<file path="src/rtl/multicore_controller_if.sv">
// ---------------------------------------------------------------------------
// multicore_controller_if
//   Memory handshake bundle between the multicore controller and the
//   instruction/data memory.
//
//   Signals:
//     mem_rd  : read strobe, held until the memory acknowledges
//     mem_wr  : write strobe, held until the memory acknowledges
//     mem_ack : memory completes the current read or write
//
//   Modports:
//     master  : controller side (drives strobes, receives ack)
//     slave   : memory side (receives strobes, drives ack)
// ---------------------------------------------------------------------------
interface multicore_controller_if;
    logic mem_rd;
    logic mem_wr;
    logic mem_ack;

    modport master (
        output mem_rd,
        output mem_wr,
        input  mem_ack
    );

    modport slave (
        input  mem_rd,
        input  mem_wr,
        output mem_ack
    );
endinterface

</file>
<file path="src/rtl/multicore_controller.sv">
// ---------------------------------------------------------------------------
// multicore_controller
//   Fetch/decode/execute sequencer for a lockstep array of NCORES matrix
//   datapath cores. Drives named control strobes, handshakes with memory
//   through multicore_controller_if, and supports a multi-cycle multiply.
//
//   Parameters:
//     IR_W     : instruction register width
//     OPCODE_W : opcode field width, IR[IR_W-1 -: OPCODE_W]
//     NCORES   : number of lockstep cores (>= 1)
//     MUL_LAT  : multiply latency in cycles (>= 1)
//
//   Ports:
//     clk, rst_n          : clock (rising edge), async active-low reset
//     start               : begin program (accepted in IDLE or HALT)
//     IR                  : instruction from the datapath IR register
//     z                   : per-core accumulator-zero flags
//     core_mask           : per-core participation mask (CORE_MASK_EN only)
//     mem                 : memory handshake (mem_rd, mem_wr, mem_ack)
//     pc_clr/inc/load     : program counter controls
//     ir_load             : latch memory data into IR
//     ar_load, ar_inc     : address register controls
//     alu_op              : 000 pass, 001 add, 010 mul
//     acc_load            : write ALU result to accumulators
//     core_en             : per-core enable
//     busy, done, illegal : status
//
//   Build option:
//     CORE_MASK_EN : when defined, adds core_mask, captured on an accepted
//                    start; it gates core_en and the JMPNZ zero reduction.
//                    When undefined, all cores always participate.
//
//   All outputs are decoded from the state register, the registered opcode
//   and the multiply counter; the only combinational input path is z ->
//   pc_load during a JMPNZ execute cycle.
// ---------------------------------------------------------------------------
module multicore_controller #(
    parameter int IR_W     = 16,
    parameter int OPCODE_W = 4,
    parameter int NCORES   = 4,
    parameter int MUL_LAT  = 3
) (
    input  logic                     clk,
    input  logic                     rst_n,
    input  logic                     start,
    input  logic [IR_W-1:0]          IR,
    input  logic [NCORES-1:0]        z,
`ifdef CORE_MASK_EN
    input  logic [NCORES-1:0]        core_mask,
`endif
    multicore_controller_if.master   mem,
    output logic                     pc_clr,
    output logic                     pc_inc,
    output logic                     pc_load,
    output logic                     ir_load,
    output logic                     ar_load,
    output logic                     ar_inc,
    output logic [2:0]               alu_op,
    output logic                     acc_load,
    output logic [NCORES-1:0]        core_en,
    output logic                     busy,
    output logic                     done,
    output logic                     illegal
);

    // Counter must be able to hold MUL_LAT; it counts 0 .. MUL_LAT-1.
    localparam int MUL_CNT_W = (MUL_LAT < 1) ? 1 : $clog2(MUL_LAT + 1);
    localparam logic [MUL_CNT_W-1:0] MUL_LAST = MUL_CNT_W'(MUL_LAT - 1);

    // Opcode values (compared after zero-extension to 32 bits so that a
    // narrow OPCODE_W never truncates the constants).
    localparam logic [31:0] OP_NOP   = 32'd0;
    localparam logic [31:0] OP_LDAR  = 32'd1;
    localparam logic [31:0] OP_LOAD  = 32'd2;
    localparam logic [31:0] OP_STORE = 32'd3;
    localparam logic [31:0] OP_ADD   = 32'd4;
    localparam logic [31:0] OP_MUL   = 32'd5;
    localparam logic [31:0] OP_INCAR = 32'd6;
    localparam logic [31:0] OP_JMP   = 32'd7;
    localparam logic [31:0] OP_JMPNZ = 32'd8;
    localparam logic [31:0] OP_END   = 32'd9;
    localparam logic [31:0] OP_FIRST_ILLEGAL = 32'd10;

    localparam logic [2:0] ALU_PASS = 3'b000;
    localparam logic [2:0] ALU_ADD  = 3'b001;
    localparam logic [2:0] ALU_MUL  = 3'b010;

    typedef enum logic [3:0] {
        IDLE   = 4'd0,
        FETCH  = 4'd1,
        LOADIR = 4'd2,
        DECODE = 4'd3,
        EXEC   = 4'd4,
        MEMRD  = 4'd5,
        MEMWR  = 4'd6,
        WB     = 4'd7,
        MULW   = 4'd8,
        HALT   = 4'd9
    } state_t;

    state_t                 state_reg;
    logic [OPCODE_W-1:0]    opcode_reg;
    logic [MUL_CNT_W-1:0]   mul_cnt_reg;
    logic                   illegal_reg;
    logic                   pc_clr_reg;
    logic [31:0]            op_num;
    logic [NCORES-1:0]      active_mask;
    logic                   mem_rd_next;
    logic                   mem_wr_next;
    logic                   unused_ir;

    assign op_num = 32'(opcode_reg);

    // Only the opcode field is decoded; the operand bits belong to the
    // datapath.
    assign unused_ir = ^IR;

`ifdef CORE_MASK_EN
    logic [NCORES-1:0] mask_reg;
    assign active_mask = mask_reg;
`else
    assign active_mask = {NCORES{1'b1}};
`endif

    // -----------------------------------------------------------------------
    // Sequencer: state, registered opcode, multiply counter, sticky illegal
    // flag, the one-cycle PC clear request and (optionally) the core mask.
    // -----------------------------------------------------------------------
    always_ff @(posedge clk or negedge rst_n) begin
        if (!rst_n) begin
            state_reg   <= IDLE;
            opcode_reg  <= '0;
            mul_cnt_reg <= '0;
            illegal_reg <= 1'b0;
            pc_clr_reg  <= 1'b0;
`ifdef CORE_MASK_EN
            mask_reg    <= '0;
`endif
        end else begin
            // pc_clr is a single-cycle request raised only on an accepted start.
            pc_clr_reg <= 1'b0;
            case (state_reg)
                IDLE, HALT: begin
                    if (start) begin
                        state_reg   <= FETCH;
                        pc_clr_reg  <= 1'b1;
                        illegal_reg <= 1'b0;
`ifdef CORE_MASK_EN
                        mask_reg    <= core_mask;
`endif
                    end
                end
                FETCH: begin
                    if (mem.mem_ack) begin
                        state_reg <= LOADIR;
                    end
                end
                LOADIR: begin
                    state_reg <= DECODE;
                end
                DECODE: begin
                    // IR was latched at the end of LOADIR and is stable here.
                    opcode_reg <= IR[IR_W-1 -: OPCODE_W];
                    state_reg  <= EXEC;
                end
                EXEC: begin
                    case (op_num)
                        OP_LOAD:  state_reg <= MEMRD;
                        OP_STORE: state_reg <= MEMWR;
                        OP_MUL: begin
                            state_reg   <= MULW;
                            mul_cnt_reg <= '0;
                        end
                        OP_END:   state_reg <= HALT;
                        default: begin
                            if (op_num >= OP_FIRST_ILLEGAL) begin
                                illegal_reg <= 1'b1;
                                state_reg   <= HALT;
                            end else begin
                                state_reg <= FETCH;
                            end
                        end
                    endcase
                end
                MEMRD: begin
                    if (mem.mem_ack) begin
                        state_reg <= WB;
                    end
                end
                WB: begin
                    state_reg <= FETCH;
                end
                MEMWR: begin
                    if (mem.mem_ack) begin
                        state_reg <= FETCH;
                    end
                end
                MULW: begin
                    if (mul_cnt_reg == MUL_LAST) begin
                        mul_cnt_reg <= '0;
                        state_reg   <= FETCH;
                    end else begin
                        mul_cnt_reg <= mul_cnt_reg + MUL_CNT_W'(1);
                    end
                end
                default: begin
                    state_reg <= IDLE;
                end
            endcase
        end
    end

    // -----------------------------------------------------------------------
    // Output decode. Because every term comes from a register cleared by the
    // asynchronous reset, the memory strobes drop as soon as rst_n falls.
    // -----------------------------------------------------------------------
    always_comb begin
        pc_clr      = pc_clr_reg;
        pc_inc      = 1'b0;
        pc_load     = 1'b0;
        ir_load     = 1'b0;
        ar_load     = 1'b0;
        ar_inc      = 1'b0;
        mem_rd_next = 1'b0;
        mem_wr_next = 1'b0;
        alu_op      = ALU_PASS;
        acc_load    = 1'b0;
        busy        = (state_reg != IDLE) && (state_reg != HALT);
        done        = (state_reg == HALT);
        illegal     = illegal_reg;
        core_en     = busy ? active_mask : '0;

        case (state_reg)
            FETCH: begin
                mem_rd_next = 1'b1;
            end
            LOADIR: begin
                ir_load = 1'b1;
                pc_inc  = 1'b1;
            end
            EXEC: begin
                case (op_num)
                    OP_LDAR:  ar_load = 1'b1;
                    OP_ADD: begin
                        alu_op   = ALU_ADD;
                        acc_load = 1'b1;
                    end
                    OP_INCAR: ar_inc  = 1'b1;
                    OP_JMP:   pc_load = 1'b1;
                    // Branch unless every participating core reports zero.
                    // Masked-out cores are forced to "zero", so an empty mask
                    // never branches.
                    OP_JMPNZ: pc_load = ~(&(z | ~active_mask));
                    default:  pc_load = 1'b0;
                endcase
            end
            MEMRD: begin
                mem_rd_next = 1'b1;
            end
            WB: begin
                alu_op   = ALU_PASS;
                acc_load = 1'b1;
            end
            MEMWR: begin
                mem_wr_next = 1'b1;
            end
            MULW: begin
                alu_op   = ALU_MUL;
                acc_load = (mul_cnt_reg == MUL_LAST);
            end
            default: begin
                pc_inc = 1'b0;
            end
        endcase
    end

    assign mem.mem_rd = mem_rd_next;
    assign mem.mem_wr = mem_wr_next;

endmodule

</file>
<file path="src/flat_wrapper.sv">
// flat-port wrapper written by rule: the top's interface ports become plain ports
module multicore_controller_flat 
#(
    parameter int IR_W     = 16,
    parameter int OPCODE_W = 4,
    parameter int NCORES   = 4,
    parameter int MUL_LAT  = 3
)
  (clk, rst_n, start, IR, z, pc_clr, pc_inc, pc_load, ir_load, ar_load, ar_inc, alu_op, acc_load, core_en, busy, done, illegal, mem_mem_rd, mem_mem_wr, mem_mem_ack);
  multicore_controller_if mem_i ();
  input  logic clk;
  input  logic rst_n;
  input  logic start;
  input  logic [IR_W-1:0] IR;
  input  logic [NCORES-1:0] z;
  output logic pc_clr;
  output logic pc_inc;
  output logic pc_load;
  output logic ir_load;
  output logic ar_load;
  output logic ar_inc;
  output logic [2:0] alu_op;
  output logic acc_load;
  output logic [NCORES-1:0] core_en;
  output logic busy;
  output logic done;
  output logic illegal;
  output wire logic [$bits(mem_i.mem_rd)-1:0] mem_mem_rd;
  output wire logic [$bits(mem_i.mem_wr)-1:0] mem_mem_wr;
  input wire logic [$bits(mem_i.mem_ack)-1:0] mem_mem_ack;
  assign mem_mem_rd = mem_i.mem_rd;
  assign mem_mem_wr = mem_i.mem_wr;
  assign mem_i.mem_ack = mem_mem_ack;
  multicore_controller #(.IR_W(IR_W), .OPCODE_W(OPCODE_W), .NCORES(NCORES), .MUL_LAT(MUL_LAT)) u_core (.clk(clk), .rst_n(rst_n), .start(start), .IR(IR), .z(z), .mem(mem_i), .pc_clr(pc_clr), .pc_inc(pc_inc), .pc_load(pc_load), .ir_load(ir_load), .ar_load(ar_load), .ar_inc(ar_inc), .alu_op(alu_op), .acc_load(acc_load), .core_en(core_en), .busy(busy), .done(done), .illegal(illegal));
endmodule
</file>
<file path="config.mk">
export PLATFORM = sky130hd
export DESIGN_NAME = multicore_controller_flat
export DESIGN_NICKNAME = d
export VERILOG_FILES = /design/src/rtl/multicore_controller_if.sv /design/src/rtl/multicore_controller.sv /design/src/flat_wrapper.sv
export SDC_FILE = /design/constraint.sdc
export NUM_CORES = 1
export LEC_CHECK = 0
export BUFFER_PORTS_ARGS = -buffer_cell sky130_fd_sc_hd__buf_2
export CORE_MARGIN = 3
export CORE_UTILIZATION = 44
export DETAILED_ROUTE_END_ITERATION = 7
export GPL_TIMING_DRIVEN = 0
export HOLD_SLACK_MARGIN = 0.02
export MAX_ROUTING_LAYER = met4
export PLACE_DENSITY_LB_ADDON = 0.15
export REMOVE_ABC_BUFFERS = 1
export SYNTH_ARGS = -nofsm -noshare
export SYNTH_HDL_FRONTEND = slang
export SYNTH_SLANG_ARGS = --single-unit
</file>
<file path="constraint.sdc">
create_clock -name clk -period 1.9 [get_ports clk]
set_input_delay 0.095 -clock clk [delete_from_list [all_inputs] [get_ports clk]]
set_output_delay 0.095 -clock clk [all_outputs]
set_load 0.01 [all_outputs]
</file>
; Word level (Yosys, flattened, before mapping)
; Index checks and enable logic that the tools add are counted.
[totals]
word_cells = 79
output_inout_bits = 19
in_bits = 24
regBits = 12
[op_classes]
n_bitwise = 1
n_addsub = 1
reduce_logical = 12
muxes = 31
magnitude_cmp = 1
eq_ne = 28
[ops]
columns = op, n
row1 = one-hot mux 4 bit (9 select lines), 1
row2 = == test 4 x 3 -> 1 bit (second input constant), 8
row3 = two-way mux 4 bit, 7
row4 = == test 4 x 2 -> 1 bit (second input constant), 4
row5 = == test 4 bit (second input constant), 4
row6 = one-hot mux 4 bit (4 select lines), 1
row7 = two-way mux 1 bit, 15
row8 = inequality test 2 bit (second input constant), 6
row9 = == test 4 x 1 -> 1 bit (second input constant), 2
row10 = AND reduction 4 bit, 2
row11 = one-hot mux 3 bit (2 select lines), 1
row12 = AND reduction 5 bit, 1
row13 = >= comparator 4 bit (second input constant), 1
row14 = logical NOT 4 bit, 1
row15 = two-way mux 2 bit, 2
row16 = inequality test 2 x 1 -> 1 bit (second input constant), 2
row17 = inequality test 4 bit (second input constant), 1
row18 = one-hot mux 1 bit (2 select lines), 2
row19 = one-hot mux 2 bit (2 select lines), 1
row20 = nonzero test 2 bit, 2
row21 = nonzero test 4 bit, 1
row22 = OR reduction 2 bit, 2
row23 = OR reduction 4 bit, 1
row24 = one-hot mux 1 bit (3 select lines), 1
row25 = other kinds (5), 5

; Depth between registers and ports, before layout
; Gate-level depths: netlist (run 1).
[logic_depth]
word_depth = 4
ltp_mapped = 5
mapped_depth_nobuf = 4

; Worst setup path before layout (run 1)
; No wires, ideal clock.
[synth_path]
path_type = reg2reg
from = register u_core.state_reg[0]
to = register u_core.state_reg[0]
setup_ps = 123
setup_slack_ps = 221
period_less_slack_ps = 1679
path_stages_with_launch = 6
t_arrival_ps = 1556
path_cell_list = dfrtp_1 clkbuf_1 nor4b_2 a22o_1 a21oi_1 o221a_1
[synth_between]
elab_chain_cells = 4
[synth_rtl]
columns = element, line
row1 = "start, declared", multicore_controller.sv:101  ; state_t state_reg;
row2 = "start signal, assigned", multicore_controller.sv:131  ; state_reg <= IDLE;
row3 = "start signal, assigned", multicore_controller.sv:145  ; state_reg <= FETCH;
row4 = "start signal, assigned", multicore_controller.sv:155  ; state_reg <= LOADIR;
row5 = == test 4 bit / logical NOT 4 bit (equally long branches), multicore_controller.sv:142  ; case (state_reg)
row6 = OR reduction 2 bit, multicore_controller.sv:142
row7 = inequality test 2 bit (no source line), n/a
row8 = AND reduction 5 bit (no source line), n/a
; Parallel ways exist; a longest one is shown, timed or not.
; A chain may end at the register's enable or synchronous reset.

; Worst setup path in the final report (run 1)
[layout_path]
from = register u_core.state_reg[2]
to = output port ar_load
[layout_between]
elab_chain_cells = 2
[layout_rtl]
columns = element, line
row1 = == test 4 x 3 -> 1 bit, multicore_controller.sv:233  ; case (state_reg)
row2 = two-way mux 1 bit, multicore_controller.sv:233
row3 = "end, declared", flat_wrapper.sv:20  ; output logic ar_load;
; Every way passes these cells.

==> results of run 1 <==
[where the power goes]
group	internal [W]	switching (W)	leakage, nW	total, W
Combinational	0.000436	0.000460	0.350	0.000896
Clock	0.0000734	0.0000835	0.0138	0.000157
Sequential	0.000373	0.000179	0.147	0.000552
[timing repair]
action,in CTS,in global routing
gates resized for setup,5,3
hold endpoints to repair,12,0
buffers inserted,4,6
hold buffers,1,0
cloned,0,0
pin swaps,0,0
setup endpoints to repair,6,2
[kinds of logic after synthesis]
family / after synthesis / synth area share
flip-flops: 12 / 0.363
buffers and inverters: 16 / 0.101
AO/OA/AOI/OAI: 19 / 0.150
XOR/XNOR: 2 / 0.0212
AND/OR/NAND/NOR: 45 / 0.307
multiplexers: 4 / 0.0544
other: 1 / 0.00453
[layout by cell type, fill, tap and decap left out, drive strengths merged, types with 2 or more instances in the layout]
cell     n
nor2    12
buf     38
a21oi    6
nor3     7
a22o     2
dfrtp   12
mux2     4
nand4    2
inv      4
clkbuf   4
o21ai    4
nand2b   6
nand2    5
nor2b    4
nand3    2
[metal layers]
metal / vias up / share of wire
met2: 18 / 0.50
li1: 399 / -
met4: 0 / 0.012
met5: - / 0
met1: 388 / 0.44
met3: 4 / 0.044
[through the flow]
step                      cell area (sq um)   util  setup slack (ps)  cells
after detailed placement                936  0.536             -22.5    141
after CTS                              1010  0.577              10.2    149
final                                  1070  0.611              86.9    155
after global routing                   1070  0.611              6.02    155
after floorplan                         759      -               127     87
after global placement                  936  0.536             -10.4    141
[layout make-up]
class                   instances  area (sq um)  share of cell area
well taps                      25          31.3              0.0293
flip-flops and latches         12           305               0.286
multi-input cells              71           465               0.436
clock buffers                   3          22.5              0.0211
repair buffers                 40           228               0.213
inverters                       4          15.0              0.0141
[final timing paths]
| kind | start | endpoint | slack (ps) |
|---|---|---|---|
| min in group asynchronous | rst_n | u_core.state_reg[0] | 220 |
| max in group asynchronous | rst_n | u_core.state_reg[3] | 1440 |
| setup / recovery | u_core.state_reg[2] | ar_load | 90 |
| setup reg to reg | u_core.state_reg[2] | u_core.mul_cnt_reg[0] | 190 |
| hold reg to reg | u_core.illegal | u_core.illegal | 500 |
| hold / removal | IR[13] | u_core.opcode_reg[1] | 40 |
[worst max-delay path, stage by stage (launching register included)]
cell and delay (ps):
dfrtp_2 490, or4b_4 550, nor4_2 230, buf_2 170
==> flow_summary_export.csv, run 1 <==
group,metric,value,unit
logic_synthesis,synth_seq_cells,12,
floorplan,row_count,15,
routing,drc,0,
logic_synthesis,netlist-cell-type-count,35,
global_route,track_usage,0.173,
setup_path,worstPathMaxFanout,10,
sta,finalHoldViolCount,0,
setup_path,crit_path_start_kind,"flip-flop",
routing,totalWireLength,2000,microns
logic_synthesis,syn_inst,99,
sta,period_share,0.954,
logic_synthesis,synth_area_leader_cell,"dfrtp_1",
sta,rsz0062_at_grt,"no",
global_route,use_met1,0.198,
routing,vias_per_cell,5.22,
cts,worst_skew_pair.late_latency,270,ps
logic_synthesis,synth_warnings,0,
setup_path,crit_type,"reg2out",
logic_synthesis,synth_top_area_share,0.363,
logic_synthesis,synthTopCellsByArea,"dfrtp_1, buf_4, nor2_1",
final_layout,drive_gt1_frac,0.408,
cts,cts_root_buffer,"clkbuf_4",
cts,clockBufferDepth,2,
outcome,status,"finished, final reports clean",
routing,first_iter_violations,16,
logic_synthesis,synth_edf_count,0,
routing,firstDrtPassIters,4,
sta,fmax,552,MHz
global_route,grt_max_degree,14,
sta,min_period,1810,ps
sta,whs,36.3,ps
final_layout,area_growth,28.9,%
cts,clk_pin_slew,70,ps
logic_synthesis,synth.avg_cell_area,8.37,sq um
logic_synthesis,ys.flop_type,"dfrtp_1",
final_layout,diodes,0,
sta,skew,4.25,ps
placed_design,portBuffers,29,
logic_synthesis,synthesis.area,828,sq um
pwr,finalPower,0.00161,W
floorplan,die_w,49.4,microns
global_route,antenna_found_initial,0,
logic_synthesis,synth_commonest_cells,"dfrtp_1, nor2_1, a21oi_1, buf_4, nand2b_1",
placed_design,dp_hpwl,1400,microns
pwr,ir_worst_vdd,0.814,mV
final_layout,nFillCells,176,
setup_path,r2r_cells,4,
hold_path,worstHoldPathType,"in2reg",
placed_design,gp_congestion,0.789,
cts,tritoncts,"done",
cts,ctsHtreeMaxLevel,1,
cts,cts.sinks,12,
sta,slew_violations,0,
global_route,busiest_layer,"met2",
cts,numCtsBuffers,3,
routing,num_vias,809,
global_route,grt-ovfl-total,0,
floorplan,core_area,0.00175,sq mm
setup_path,cp-end-kind,"output pin",
routing,antenna_left,0,
setup_path,cp.required,1800,ps
logic_synthesis,async_reset_ff_frac,1.00,
setup_path,arrival,1720,ps
floorplan,start_util,0.475,
global_route,grt_use_met3,0.0398,
hold_path,whs_path_depth,2,
floorplan,io_pins,43,
floorplan,die_height,49.4,microns
pwr,p_leak,0.511,nW
global_route,use_met2,0.277,
job,drv_cap,0,
global_route,grt_pass1_vias,760,
sta,setup_tns,0,ps
sta,setup_violations,0,
final_layout,fin_nets,156,
global_route,grt_pass1_wl,3190,microns
pwr,p_per_area,1500,mW/mm^2
routing,routedWlPerCell,12.9,microns
logic_synthesis,yosysSeqAreaShare,0.363,
floorplan,dieArea,0.00244,sq mm
Power figures use the tool's default switching activity.
==> run 2: changes to the inputs <==
--- a/config.mk
+++ b/config.mk
@@ -8,3 +8,3 @@
 export BUFFER_PORTS_ARGS = -buffer_cell sky130_fd_sc_hd__buf_2
-export CORE_MARGIN = 3
+export CORE_MARGIN = 1.5
 export CORE_UTILIZATION = 44
==> constraint.sdc (replaced) <==
create_clock -name clk -period 1.9 [get_ports clk]
set_input_delay 0.19 -clock clk [delete_from_list [all_inputs] [get_ports clk]]
set_output_delay 0.19 -clock clk [all_outputs]
set_load 0.01 [all_outputs]
==> run 2 against run 1 <==
  * The run now ends with negative setup slack left
  * Critical path type unchanged
  * Hold slack improved by 80 ps
  * Largest power group unchanged
  * Sequential cell count did not move
  * Sequential power fell by 4%
  * Combinational power rose by 7.0%
  * Global-route usage rose by 3.9 points
  * Utilization rose by 2.5 points
  * Critical endpoint unchanged
  * Worst setup slack got worse by 87 ps
  * Total power rose by 5.8%
  * Final cell count rose by 2.6%
  * Sequential share of layout area fell by 1.1 points
  * First-iteration DRC count fell by 31%
  * Register-to-register slack got worse by 140 ps
==> flow_summary_export.csv, run 2 (synthesis results as in run 1) <==
group,metric,value,unit
floorplan,start_util,0.475,
global_route,antenna_found_initial,0,
floorplan,core_area,0.00175,sq mm
routing,drc,0,
setup_path,crit_type,"reg2out",
final_layout,fin_util,0.637,
routing,totalWireLength,1970,microns
cts,cts.sinks,12,
sta,slew_violations,0,
global_route,use_met2,0.306,
floorplan,die_w,46.4,microns
setup_path,arrival,1710,ps
routing,num_vias,824,
setup_path,worstPathMaxFanout,5,
routing,first_iter_violations,11,
pwr,ir_worst_vdd,0.867,mV
cts,clockBufferDepth,2,
setup_path,cp.required,1710,ps
cts,ctsHtreeMaxLevel,1,
setup_path,cp-end-kind,"output pin",
cts,worst_skew_pair.late_latency,270,ps
routing,vias_per_cell,5.18,
global_route,grt-ovfl-total,0,
sta,setup_tns,-0.291,ps
floorplan,dieArea,0.00215,sq mm
pwr,p_leak,0.536,nW
sta,setup_slack,-0.291,ps
final_layout,drive_gt1_frac,0.433,
hold_path,min_to,"u_core.opcode_reg[2]",
cts,clk_pin_slew,80,ps
sta,rsz0062_at_grt,"yes",
final_layout,nFillCells,152,
cts,numCtsBuffers,3,
floorplan,die_height,46.4,microns
routing,firstDrtPassIters,4,
routing,antenna_left,0,
placed_design,dp.cells,141,
final_layout,diodes,0,
placed_design,portBuffers,29,
setup_path,timing.rr.start,"u_core.state_reg[0]",
sta,period_share,1.00,
sta,fmax,526,MHz
sta,min_period,1900,ps
final_layout,fin_cells,159,
hold_path,hold_start,"IR[14]",
setup_path,worst_r2r_endpoint,"u_core.mul_cnt_reg[0]",
routing,routedWlPerCell,12.4,microns
outcome,failed_checks,"negative setup slack",
final_layout,most-common-layout-cells,"buf_2, buf_4, nor2_1",
final_layout,area_growth,34.1,%
global_route,grt_pass1_wl,3130,microns
global_route,busiest_layer,"met2",
sta,setup_violations,1,
final_layout,fin_nets,159,
global_route,grt_pass1_vias,744,
setup_path,r2r_cells,5,
setup_path,crit_path_start_kind,"flip-flop",
placed_design,gp_congestion,0.763,
cts,cts_root_buffer,"clkbuf_4",
global_route,track_usage,0.212,
global_route,grt_use_met3,0.0392,
floorplan,io_pins,43,
global_route,use_met1,0.278,
hold_path,whs_path_depth,3,
pwr,p_per_area,1530,mW/mm^2
setup_path,reg2reg_slack,50,ps
sta,skew,4.42,ps
global_route,grt_max_degree,13,
floorplan,row_count,15,
final_layout,mostFrequentLayoutCell,"buf_2",
job,drv_cap,0,
placed_design,dp_hpwl,1310,microns
cts,tritoncts,"done",
outcome,status,"complete, but fails checks",
placed_design,post-place-ws,-15.1,ps
sta,finalHoldViolCount,0,
hold_path,worstHoldPathType,"in2reg",
## run 2: metrics by stage
| stage | hold WS (ps) | total power, W | cell area, sq um |
|---|---|---|---|
| after global placement | 84.9 | 0.00127 | 936 |
| after CTS | 112 | 0.00165 | 1080 |
| after global routing | 123 | 0.00184 | 1110 |
| after detailed placement | 92.5 | 0.00129 | 936 |
| final | 116 | 0.00170 | 1110 |
| after floorplan | -106 | 0.00104 | 759 |
## run 2: repair_timing
action	in CTS	in global routing
resized for setup	5	5
setup endpoints to repair	7	8
hold endpoints to repair	12	0
pin swaps	0	1
hold buffers	1	0
buffers inserted	12	1
## run 2: area by class of cell
| type | instances | area (sq um) | share of cell area |
|---|---|---|---|
| Multi-Input combinational cell | 71 | 470 | 0.423 |
| Sequential cell | 12 | 305 | 0.275 |
| Timing Repair Buffer | 43 | 253 | 0.227 |
| Clock buffer | 4 | 36.3 | 0.0327 |
| Tap cell | 25 | 31.3 | 0.0282 |
| Inverter | 4 | 15.0 | 0.0135 |
## run 2: critical path, stage by stage (launching register included)
cell and delay (ps):
dfrtp_2 450, or4b_4 600, nor4_2 220, buf_2 170
## run 2: worst max path at each step
stage	from	to	slack (ps)	cells after the start
2_1_floorplan	u_core.state_reg[3]	u_core.mul_cnt_reg[0]	130	4
3_3_place_gp	u_core.state_reg[2]	u_core.mul_cnt_reg[0]	-10	4
3_5_place_dp	u_core.state_reg[2]	u_core.mul_cnt_reg[0]	-20	4
4_1_cts	u_core.state_reg[0]	ar_load	-10	3
5_1_grt	u_core.state_reg[0]	ar_inc	-50	3
6_report	u_core.state_reg[0]	ar_load	-0.3	3
## run 2: per-layer routing
layer / wire length [microns] / vias to the layer above
met5: 0 / -
met4: 40 / 0
met3: 67 / 6
met2: 940 / 20
met1: 924 / 390
li1: - / 408
## run 2: where the power goes
group | total [W] | switching (W) | internal [W]
Combinational | 0.000959 | 0.000485 | 0.000474
Clock | 0.000207 | 0.0000903 | 0.000117
Sequential | 0.000532 | 0.000160 | 0.000373
==> run 3: changes to the inputs <==
==> constraint.sdc (replaced) <==
create_clock -name clk -period 1.9 [get_ports clk]
set_input_delay 0.095 -clock clk [delete_from_list [all_inputs] [get_ports clk]]
set_output_delay 0.095 -clock clk [all_outputs]
set_load 0.01 [all_outputs]
==> run 3 against run 2 <==
  * The run now ends clean
  * Utilization rose by 0.29 points
  * Combinational power is 1% lower
  * Global-route usage is 0.73 points lower
  * Sequential power up 4.7%
  * Worst setup slack improved by 74 ps
  * Clock-buffer cell count unchanged
  * Clock skew down 1.3 ps
  * Wire length is 3.1% higher
  * Sequential cell count unchanged
  * Sequential share of layout area fell by 0.12 points
  * Fmax grew 4.0%
  * Critical endpoint unchanged
==> flow_summary_export.csv, run 3 (synthesis results as in run 1) <==
group,metric,value,unit
setup_path,reg2reg_slack,180,ps
pwr,p_per_area,1530,mW/mm^2
placed_design,dpl_cell_area,936,sq um
pwr,power_frac_comb,0.555,
global_route,use_met2,0.319,
routing,first_iter_violations,16,
routing,totalWireLength,2040,microns
setup_path,crit_path_start_kind,"flip-flop",
placed_design,dp.cells,141,
global_route,track_usage,0.204,
setup_path,cp-end-kind,"output pin",
floorplan,start_util,0.475,
global_route,grt-ovfl-total,0,
job,drv_cap,0,
global_route,grt_max_degree,14,
sta,period_share,0.961,
floorplan,dieArea,0.00215,sq mm
pwr,ir_worst_vdd,0.922,mV
cts,clockBufferDepth,2,
pwr,p_sw,0.000731,W
global_route,use_met1,0.259,
routing,num_vias,833,
sta,finalHoldViolCount,0,
routing,firstDrtPassIters,4,
pwr,p_int,0.000980,W
setup_path,cp.required,1800,ps
floorplan,die_height,46.4,microns
sta,setup_violations,0,
hold_path,worstHoldPathType,"in2reg",
floorplan,core_area,0.00175,sq mm
final_layout,fin_nets,162,
final_layout,fin_area,0.00112,sq mm
setup_path,slowest_stage,"or4b_4",
final_layout,most-common-layout-cells,"buf_2, buf_4, nor2_1",
cts,ctsHtreeMaxLevel,1,
cts,clk_pin_slew,80,ps
routing,antenna_left,0,
setup_path,worstPathMaxFanout,8,
placed_design,portBuffers,29,
global_route,grt_use_met3,0.0353,
pwr,clkPwrFrac,0.120,
sta,skew,3.17,ps
sta,fmax,547,MHz
cts,tritoncts,"done",
sta,setup_tns,0,ps
placed_design,gp_congestion,0.763,
pwr,p_seq_frac,0.326,
global_route,grt_pass1_vias,689,
floorplan,row_count,15,
setup_path,cp_num_buf_inv,1,
pwr,p_leak,0.545,nW
setup_path,cp_slowest_stage_delay,590,ps
sta,whs,33.6,ps
sta,slew_violations,0,
cts,cts.sinks,12,
outcome,status,"finished, final reports clean",
placed_design,dp_hpwl,1310,microns
global_route,grt_pass1_wl,3000,microns
routing,drc,0,
global_route,busiest_layer,"met2",
final_layout,drive_gt1_frac,0.423,
routing,routedWlPerCell,12.6,microns
cts,numCtsBuffers,3,
final_layout,mostFrequentLayoutCell,"buf_2",
cts,worst_skew_pair.late_latency,270,ps
routing,vias_per_cell,5.14,
setup_path,arrival,1730,ps
floorplan,die_w,46.4,microns
floorplan,io_pins,43,
sta,min_period,1830,ps
setup_path,path_cells,"or4b_4 -> nor4_1 -> buf_2",
setup_path,crit_type,"reg2out",
setup_path,cp_top_family,"simple AND/OR/NAND/NOR gates",
cts,cts_root_buffer,"clkbuf_4",
global_route,antenna_found_initial,0,
pwr,switching_share,0.427,
final_layout,area_growth,34.7,%
final_layout,fin_cells,162,
final_layout,diodes,0,
[run 3: cell count changes in the layout (fill, tap and decap cells not counted)]
cell	change
nor2_4	-1
nor3b_2	-1
nor3b_1	+1
mux2_2	+1
buf_4	+2
mux2_4	-1
nor4_1	+1
nor2_2	+1
nor4_2	-1
dlygate4sd3_1	+1
[run 3: what timing repair did]
item	in CTS	in global routing
cloned	0	0
hold buffers	2	0
buffers inserted	4	11
setup endpoints to repair	7	3
hold endpoints to repair	13	0
gates resized for setup	5	1
[run 3: worst register-to-register path, cell delays in order (launching register included)]
cell	delay, ps
dfrtp_2	460
or4b_4	590
nor3_2	180
a21oi_1	100
mux2_2	280
[run 3: final timing paths]
path | to | startpoint | cells past startpoint
min | u_core.opcode_reg[1] | IR[13] | 2
max reg2reg | u_core.mul_cnt_reg[0] | u_core.state_reg[0] | 4
min reg2reg | u_core.illegal | u_core.illegal | 2
max in group asynchronous | u_core.state_reg[3] | rst_n | 2
min in group asynchronous | u_core.state_reg[1] | rst_n | 2
max | ar_load | u_core.state_reg[0] | 3
[run 3: power by group through the flow]
stage | Combinational [W] | Clock (W) | Sequential [W]
4_1_cts | 0.000750 | 0.000211 | 0.000578
2_1_floorplan | 0.000504 | 0 | 0.000538
6_report | 0.000949 | 0.000205 | 0.000557
5_1_grt | 0.00105 | 0.000226 | 0.000584
3_5_place_dp | 0.000698 | 0 | 0.000589
3_3_place_gp | 0.000684 | 0 | 0.000587
[run 3: through the flow]
| step | setup slack (ps) | util | total power, W |
|---|---|---|---|
| 2_1_floorplan | 127 | - | 0.00104 |
| 5_1_grt | -0.0805 | 0.639 | 0.00186 |
| 6_report | 73.4 | 0.639 | 0.00171 |
| 3_3_place_gp | -10.5 | 0.536 | 0.00127 |
| 4_1_cts | 21.0 | 0.591 | 0.00154 |
| 3_5_place_dp | -15.1 | 0.536 | 0.00129 |
[run 3: layout make-up]
type,instances,area [sq um]
sequential,12,305
clock buffer,4,36.3
timing repair buffer,46,278
tap,25,31.3
inverter,4,15.0
fill,161,629
multi-input combinational,71,450
[run 3: layer usage]
layer / up-vias / wire [microns]
met5: - / 0
met4: 0 / 17
met3: 2 / 85
met2: 20 / 1030
met1: 401 / 902
li1: 410 / -
